[src/rtl/modport_top.sv]
// Pointwise (1x1) convolution engine: host-loaded feature memory and weight
// cache, one MAC per cycle, results streamed with coordinates.
// Optional build macro MODPORT_TOP_SATURATE_EN: saturate results instead of wrapping.
module modport_top #(
  parameter int DATA_WIDTH         = 16,
  parameter int FEATURE_MAP_WIDTH  = 8,
  parameter int FEATURE_MAP_HEIGHT = 8,
  parameter int INPUT_NB_CHANNELS  = 2,
  parameter int OUTPUT_NB_CHANNELS = 4,
  parameter int OUTPUT_SHIFT       = 4,
  localparam int XW  = (FEATURE_MAP_WIDTH  > 1) ? $clog2(FEATURE_MAP_WIDTH)  : 1,
  localparam int YW  = (FEATURE_MAP_HEIGHT > 1) ? $clog2(FEATURE_MAP_HEIGHT) : 1,
  localparam int CHW = (OUTPUT_NB_CHANNELS > 1) ? $clog2(OUTPUT_NB_CHANNELS) : 1
) (
  input  logic                         clk,
  input  logic                         arst_n,
  input  logic                         int_mem_we,
  input  logic                         overlap_cache_we,
  input  logic                         b_zero,
  input  logic                         data_ready,
  output logic                         fsm_done,
  input  logic [DATA_WIDTH-1:0]        a_input,
  input  logic                         a_valid,
  output logic                         a_ready,
  input  logic signed [DATA_WIDTH-1:0] b_input,
  input  logic                         b_valid,
  output logic                         b_ready,
  output logic signed [DATA_WIDTH-1:0] output_data,
  output logic                         output_valid,
  output logic [XW-1:0]                output_x,
  output logic [YW-1:0]                output_y,
  output logic [CHW-1:0]               output_ch,
  input  logic                         start,
  output logic                         running,
  output logic [1:0]                   dbg_state_o
);

  localparam int DW  = DATA_WIDTH;
  localparam int FD  = FEATURE_MAP_WIDTH * FEATURE_MAP_HEIGHT * INPUT_NB_CHANNELS;
  localparam int WD  = OUTPUT_NB_CHANNELS * INPUT_NB_CHANNELS;
  localparam int FAW = (FD > 1) ? $clog2(FD) : 1;
  localparam int WAW = (WD > 1) ? $clog2(WD) : 1;
  localparam int CIW = (INPUT_NB_CHANNELS > 1) ? $clog2(INPUT_NB_CHANNELS) : 1;
  localparam int PW  = 2 * DW;
  localparam int AW  = 2 * DW + $clog2(INPUT_NB_CHANNELS) + 1;

  typedef enum logic [1:0] {IDLE, MAC, EMIT, DONE} state_t;

  state_t state_q, state_d;
  logic [CIW-1:0] ci_q, ci_d;
  logic [XW-1:0]  x_q, x_d;
  logic [YW-1:0]  y_q, y_d;
  logic [CHW-1:0] ch_q, ch_d;
  logic signed [AW-1:0] acc_q, acc_d;
  logic                 valid_q, valid_d;
  logic signed [DW-1:0] data_q, data_d;
  logic [XW-1:0]  ox_q, ox_d;
  logic [YW-1:0]  oy_q, oy_d;
  logic [CHW-1:0] och_q, och_d;

  logic signed [DW-1:0] feat_mem [FD];
  logic signed [DW-1:0] wt_mem [WD];

  // Handshake: a write commits on a cycle where a_valid & a_ready & b_valid &
  // b_ready are all high; both readies are high only while the engine is idle.
  logic wr_fire, feat_in_range, wt_in_range;
  logic signed [DW-1:0] wr_data;

  assign running     = (state_q == MAC) || (state_q == EMIT);
  assign a_ready     = !running;
  assign b_ready     = !running;
  assign fsm_done    = (state_q == DONE);
  assign dbg_state_o = state_q;

  assign wr_fire       = a_valid && a_ready && b_valid && b_ready;
  assign feat_in_range = a_input < DW'(FD);
  assign wt_in_range   = a_input < DW'(WD);
  assign wr_data       = b_zero ? '0 : b_input;

  // Memory contents survive reset, so this block has no reset branch.
  always_ff @(posedge clk) begin
    if (wr_fire && int_mem_we && feat_in_range) feat_mem[a_input[FAW-1:0]] <= wr_data;
    if (wr_fire && overlap_cache_we && wt_in_range) wt_mem[a_input[WAW-1:0]] <= wr_data;
  end

  logic [FAW-1:0] feat_raddr;
  logic [WAW-1:0] wt_raddr;
  logic signed [PW-1:0] prod;
  logic signed [AW-1:0] sum;
  logic signed [DW-1:0] result;

  assign feat_raddr = FAW'((int'(y_q) * FEATURE_MAP_WIDTH + int'(x_q)) * INPUT_NB_CHANNELS
                           + int'(ci_q));
  assign wt_raddr   = WAW'(int'(ch_q) * INPUT_NB_CHANNELS + int'(ci_q));
  assign prod       = PW'(feat_mem[feat_raddr]) * PW'(wt_mem[wt_raddr]);
  assign sum        = acc_q + AW'(prod);

`ifdef MODPORT_TOP_SATURATE_EN
  localparam logic signed [AW-1:0] MAXV = {{(AW-DW+1){1'b0}}, {(DW-1){1'b1}}};
  localparam logic signed [AW-1:0] MINV = {{(AW-DW+1){1'b1}}, {(DW-1){1'b0}}};
  logic signed [AW-1:0] shifted;
  assign shifted = sum >>> OUTPUT_SHIFT;
  always_comb begin
    result = shifted[DW-1:0];
    if (shifted > MAXV)      result = MAXV[DW-1:0];
    else if (shifted < MINV) result = MINV[DW-1:0];
  end
`else
  assign result = DW'(sum >>> OUTPUT_SHIFT);
`endif

  always_comb begin
    state_d = state_q;
    ci_d    = ci_q;
    x_d     = x_q;
    y_d     = y_q;
    ch_d    = ch_q;
    acc_d   = acc_q;
    valid_d = 1'b0;
    data_d  = data_q;
    ox_d    = ox_q;
    oy_d    = oy_q;
    och_d   = och_q;
    case (state_q)
      IDLE: begin
        if (start && data_ready) begin
          state_d = MAC;
          ci_d    = '0;
          x_d     = '0;
          y_d     = '0;
          ch_d    = '0;
          acc_d   = '0;
        end
      end
      MAC: begin
        acc_d = sum;
        if (ci_q == CIW'(INPUT_NB_CHANNELS - 1)) begin
          // Result is registered on the last MAC edge so it is visible during EMIT.
          ci_d    = '0;
          state_d = EMIT;
          valid_d = 1'b1;
          data_d  = result;
          ox_d    = x_q;
          oy_d    = y_q;
          och_d   = ch_q;
        end else begin
          ci_d = ci_q + CIW'(1);
        end
      end
      EMIT: begin
        acc_d   = '0;
        state_d = MAC;
        if (ch_q == CHW'(OUTPUT_NB_CHANNELS - 1)) begin
          ch_d = '0;
          if (x_q == XW'(FEATURE_MAP_WIDTH - 1)) begin
            x_d = '0;
            if (y_q == YW'(FEATURE_MAP_HEIGHT - 1)) begin
              y_d     = '0;
              state_d = DONE;
            end else begin
              y_d = y_q + YW'(1);
            end
          end else begin
            x_d = x_q + XW'(1);
          end
        end else begin
          ch_d = ch_q + CHW'(1);
        end
      end
      DONE:    state_d = IDLE;
      default: state_d = IDLE;
    endcase
  end

  always_ff @(posedge clk or negedge arst_n) begin
    if (!arst_n) begin
      state_q <= IDLE;
      ci_q    <= '0;
      x_q     <= '0;
      y_q     <= '0;
      ch_q    <= '0;
      acc_q   <= '0;
      valid_q <= 1'b0;
      data_q  <= '0;
      ox_q    <= '0;
      oy_q    <= '0;
      och_q   <= '0;
    end else begin
      state_q <= state_d;
      ci_q    <= ci_d;
      x_q     <= x_d;
      y_q     <= y_d;
      ch_q    <= ch_d;
      acc_q   <= acc_d;
      valid_q <= valid_d;
      data_q  <= data_d;
      ox_q    <= ox_d;
      oy_q    <= oy_d;
      och_q   <= och_d;
    end
  end

  assign output_valid = valid_q;
  assign output_data  = data_q;
  assign output_x     = ox_q;
  assign output_y     = oy_q;
  assign output_ch    = och_q;

endmodule

[config.mk]
export PLATFORM = sky130hd
export DESIGN_NAME = modport_top
export DESIGN_NICKNAME = d
export VERILOG_FILES = /design/src/rtl/modport_top.sv
export SDC_FILE = /design/constraint.sdc
export NUM_CORES = 2
export LEC_CHECK = 0
export BUFFER_PORTS_ARGS = -buffer_cell sky130_fd_sc_hd__buf_2
export CORE_UTILIZATION = 45
export DETAILED_ROUTE_END_ITERATION = 10
export PLACE_DENSITY = 0.67
export REMOVE_ABC_BUFFERS = 1
export SYNTH_ARGS = -nofsm -noshare
export SYNTH_HDL_FRONTEND = slang
export SYNTH_SLANG_ARGS = --single-unit
[constraint.sdc]
create_clock -name clk -period 11.54 [get_ports clk]
set_input_delay 2.308 -clock clk [delete_from_list [all_inputs] [get_ports clk]]
set_output_delay 2.308 -clock clk [all_outputs]
set_load 0.01 [all_outputs]
==> flow_results.org <==
** STA
- Measured slew at the worst slew-check pin :: between 1000 and 1500 ps
- The worst pin sits at a relative slew slack of 0.0666.
- Dividing the final minimum period by the clock period gives 0.848.
- Fin. max-slew vios :: 0
- Number of hold violations in the final report :: 0
- For the finished layout, the period the worst path requires is around 9800 ps.
- Fin Clk Skew :: approximately 55 ps
- Final setup violation count :: 0
- Derived from the worst setup path, the maximum achievable clock frequency is 102 MHz.
- Setup repair after global routing left no endpoint under its margin.

** Routing
- # DRC :: 0
- The routed layout has between 40000 and 50000 vias.
- Total wire length :: around 250000 um
- Wire per inst :: 32.0 um
- Using the TritonRoute via totals, the vias-per-cell ratio works out to between 6 and 7.
- First-pass detailed-route iteration total :: 5
- After the first detailed-routing iteration, the DRC count stood at between 7000 and 8000.
- Antenna Violating Nets Remaining :: 0

** Floorplanning
- Boundary Pins :: 72
- The floorplan has 166 rows.
- The die is about 460 um wide.
- The core region is just over 200000 sq um.
- The die covers between 200000 and 250000 sq um.
- Starting density of the core :: 0.454
- Height of the die :: 457 um

** Synth
- XOR/XNOR Fraction of Synth Area :: 0.00405
- Primary flip-flop cell chosen by synthesis mapping :: sky130_fd_sc_hd__edfxtp_1
- The share of synthesized area in the top cell type comes to 0.701.
- Of the synthesized area, sequential elements account for 0.716.
- Of the post-synthesis cell area, the part taken by muxes is 0.154.
- Each instance of the synthesized netlist takes up on average ~20 sq um.
- Largest cells by area after synthesis :: sky130_fd_sc_hd__edfxtp_1, sky130_fd_sc_hd__mux4_2, sky130_fd_sc_hd__fa_1
- Synthesized cell area :: roughly 93000 sq um
- Of the total synthesized cell area, the portion taken by AND, OR, NAND and NOR gates is 0.0325.
- The Yosys step of the flow raised 0 warnings.
- The number of different library cells used by synthesis comes to 80.
- Largest family of logic cells by synthesized area :: multiplexers
- Gate count of the mapped netlist :: approximately 4700
- Adder-cell share of the synthesized area :: 0.0442
- After synthesis, the share of flip-flops with an asynchronous set or reset is 0.0251.
- The synthesized design contains around 2200 register bits.
- Yosys mapped a number of flops with a built-in enable equal to 2176.
- Cell type with the largest total area after synthesis :: sky130_fd_sc_hd__edfxtp_1
- Synth Area in Compound Gates :: 0.0227

** GRT
- Residual overflow from global routing :: 0
- The initial antenna violation count came to 10.
- The first global-routing pass estimated 356000 um of wire.
- In the global route stage, overall resource usage came out at 0.240.
- Pin count of the biggest net entering global routing :: around 110
- The via count of the first global-routing pass came to roughly 47000.

** Final layout
- Area growth syn-to-layout :: 12.0%
- Fraction of final layout cells sized beyond drive strength 1 :: 0.241
- Counting the fill cells in the layout gives ~16000.
- Summing all multi-input logic gate instances after layout gives around 24000 sq um.
- Across the whole layout, storage elements account for 66800 sq um.
- Finished Cell Area :: 104000 sq um
- In the final design database the tool counted between 5000 and 6000 nets.

** CTS
- CTS placed an instance of sky130_fd_sc_hd__clkbuf_16 at the clock tree root.
- Number of H-tree levels :: 4
- The number of setup buffers added after CTS is 0.
- The clock passes through at most 3 buffers.
- Number of buffers inserted by hold repair at cts :: 0
- Clock latency on the worst-skew pair, taken at its later pin, is slightly below 900 ps.
- Post-cts sizing count :: 0
- Total clock buffers created by CTS :: between 200 and 250
- CTS tree :: yes
- The tree built by TritonCTS fans out to ~2200 sinks.
- After clock tree synthesis, the clock-pin slew on the worst setup and hold paths is ~60 ps.

** Placed design
- Total cell area at the placement stage :: between 90000 and 100000 sq um
- Buffers added on ports :: a little over 70
- Summed over all nets, the half-perimeter wirelength after detailed placement is 156000 um.
- The congestion estimate from routability-driven global placement came to 0.904.

** Hold path
- Tightest Hold Check Type :: reg2reg

** Pwr
- Dividing total power by cell area gives a power density of 153 nW/um^2.
- The design draws 16000 uW.
- For this design the static power due to leakage is ~0.037 uW.
- IR Drop Worst-Case VDD :: 0.000162 V

** Worst setup path
- Worst-path fanout max :: 53
- Startpoint type of the worst setup path :: flop
- For the worst setup path, the data required time is approximately 12000 ps.
- Kind of capture point of the worst setup path :: flop
- The worst setup path is of the reg2reg kind.
- Data arrival time of the critical path :: around 10000 ps

** Flow run
- The tool flagged a number of max-cap violations equal to 0.

** Run status
- The flow ran to the end, and the final reports show no timing, DRC or antenna violations.
stage by stage:
step	hold WS, ps	setup slack, ps	TNS [ps]	utilization	std cells
final	474	1760	0	0.509	7831
after global routing	509	1390	0	0.509	7829
after CTS	483	1800	0	0.509	7826
after detailed placement	468	1860	0	0.475	7433
after global placement	458	1050	0	0.475	7432
after floorplan	450	-16280	-673000	-	4443
final timing paths:
| kind | end | slack (ps) | startpoint | cells past startpoint |
|---|---|---|---|---|
| min | output_data[1]$_DFFE_PN0P_ | 470 | output_data[1]$_DFFE_PN0P_ | 2 |
| min reg2reg | output_data[1]$_DFFE_PN0P_ | 470 | output_data[1]$_DFFE_PN0P_ | 2 |
| min in group asynchronous | output_data[3]$_DFFE_PN0P_ | 1650 | arst_n | 2 |
| max | output_data[15]$_DFFE_PN0P_ | 1760 | x_q[1]$_DFFE_PN0P_ | 25 |
| max in group asynchronous | ci_q$_DFFE_PN0P_ | 9270 | arst_n | 2 |
| max reg2reg | output_data[15]$_DFFE_PN0P_ | 1760 | x_q[1]$_DFFE_PN0P_ | 25 |
placed cells by master, fill, tap and decap left out, types with 7 or more instances in the layout:
master,Yosys,layout
sky130_fd_sc_hd__a31oi_1,13,13
sky130_fd_sc_hd__clkbuf_1,66,55
sky130_fd_sc_hd__bufinv_16,0,17
sky130_fd_sc_hd__nand2b_1,46,46
sky130_fd_sc_hd__nor2b_1,57,38
sky130_fd_sc_hd__nor2_1,276,244
sky130_fd_sc_hd__clkbuf_16,0,214
sky130_fd_sc_hd__a22oi_1,87,87
sky130_fd_sc_hd__clkinv_2,0,35
sky130_fd_sc_hd__or3_1,7,7
sky130_fd_sc_hd__mux4_2,510,510
sky130_fd_sc_hd__buf_12,10,12
sky130_fd_sc_hd__a221oi_1,9,9
sky130_fd_sc_hd__nor2b_4,0,16
sky130_fd_sc_hd__o22ai_1,12,12
sky130_fd_sc_hd__buf_4,45,218
sky130_fd_sc_hd__mux2_2,29,29
sky130_fd_sc_hd__mux2i_1,142,141
sky130_fd_sc_hd__nor2_2,1,29
sky130_fd_sc_hd__edfxtp_1,2176,2176
sky130_fd_sc_hd__mux4_1,38,38
sky130_fd_sc_hd__a21oi_1,37,37
sky130_fd_sc_hd__a22o_1,19,19
sky130_fd_sc_hd__o21ai_0,49,49
sky130_fd_sc_hd__dfrtp_1,56,50
sky130_fd_sc_hd__clkinv_1,0,46
sky130_fd_sc_hd__fa_1,154,154
sky130_fd_sc_hd__nand4_1,12,12
sky130_fd_sc_hd__nor3_1,22,18
sky130_fd_sc_hd__nand3_1,49,49
sky130_fd_sc_hd__nand2_1,146,142
sky130_fd_sc_hd__and2_1,7,7
sky130_fd_sc_hd__xor2_1,10,10
sky130_fd_sc_hd__clkinv_16,0,8
sky130_fd_sc_hd__xnor2_1,28,28
sky130_fd_sc_hd__buf_2,46,72
sky130_fd_sc_hd__inv_1,248,247
sky130_fd_sc_hd__ha_1,83,83
sky130_fd_sc_hd__or2_2,18,18
cells in the mapped netlist, drive strengths merged, types with 6 or more instances:
cell type,n
edfxtp,2176
mux4,548
nor2,277
inv,250
buf,156
fa,154
mux2i,146
nand2,146
a22oi,87
ha,83
clkbuf,67
nor2b,57
dfrtp,56
o21ai,54
nand3,49
nand2b,46
a21oi,37
mux2,30
xnor2,28
nor3,23
or2,20
a22o,19
a31oi,13
nand4,12
o22ai,12
xor2,10
a221oi,9
and2,8
or3,7
a211oi,6
a32oi,6
o2111ai,6
o31ai,6
logic make-up after synthesis:
kind of cell             Yosys count
XOR/XNOR                          40
buffers and inverters            473
multiplexers                     724
adder cells (fa/ha/maj)          237
AND/OR/NAND/NOR                  662
AO/OA/AOI/OAI                    298
flip-flops                      2232
power breakdown:
part,total [uW],switching [uW],internal (uW)
sequential,8890,0,8890
clock,6890,3050,3840
combinational,177,160,17.2
area by class of cell:
class | count | share of cell area
diodes | 5 | 0.000120
well taps | 2688 | 0.0322
repair buffers | 302 | 0.0214
flip-flops and latches | 2232 | 0.639
multi-input cells | 1961 | 0.232
inverters | 250 | 0.00899
clock buffers | 274 | 0.0539
clock inverters | 119 | 0.0120
flip-flops by register name (all words and copies together), names as in the netlist:
signal / cells
ch_q: 2
output_valid: 1
wt_mem: 128
feat_mem: 2048
y_q: 3
acc_q: 20
output_x: 3
output_data: 16
output_y: 3
output_ch: 2
dbg_state_o: 2
ci_q: 1
x_q: 3
critical path, stage by stage (launching register included):
cell                       delay (ps)
sky130_fd_sc_hd__dfrtp_4          900
sky130_fd_sc_hd__buf_4            800
sky130_fd_sc_hd__mux4_2           420
sky130_fd_sc_hd__mux2i_1          130
sky130_fd_sc_hd__nor2_1            70
sky130_fd_sc_hd__a221oi_1         670
sky130_fd_sc_hd__a31oi_1          430
sky130_fd_sc_hd__nor4_2           980
sky130_fd_sc_hd__inv_1            190
sky130_fd_sc_hd__nand2_1          140
sky130_fd_sc_hd__fa_1             440
sky130_fd_sc_hd__fa_1             510
sky130_fd_sc_hd__fa_1             570
sky130_fd_sc_hd__fa_1             430
sky130_fd_sc_hd__fa_1             460
sky130_fd_sc_hd__fa_1             390
sky130_fd_sc_hd__xor2_1           160
sky130_fd_sc_hd__xnor2_1          180
sky130_fd_sc_hd__xnor2_1          150
sky130_fd_sc_hd__xnor2_1          150
sky130_fd_sc_hd__xnor2_1          150
sky130_fd_sc_hd__xnor2_1          150
sky130_fd_sc_hd__xnor3_1          230
sky130_fd_sc_hd__xnor3_1          440
sky130_fd_sc_hd__xnor2_1          180
sky130_fd_sc_hd__mux2_4           260
per-layer routing:
| metal | share of wire | track usage | up-vias |
|---|---|---|---|
| met3 | 0.12 | 0.0619 | 449 |
| met2 | 0.45 | 0.358 | 2910 |
| met5 | 0.000028 | 0 | - |
| met4 | 0.035 | 0.0817 | 2 |
| li1 | - | - | 19200 |
| met1 | 0.39 | 0.342 | 25400 |
(Power assumes the default switching activity.)
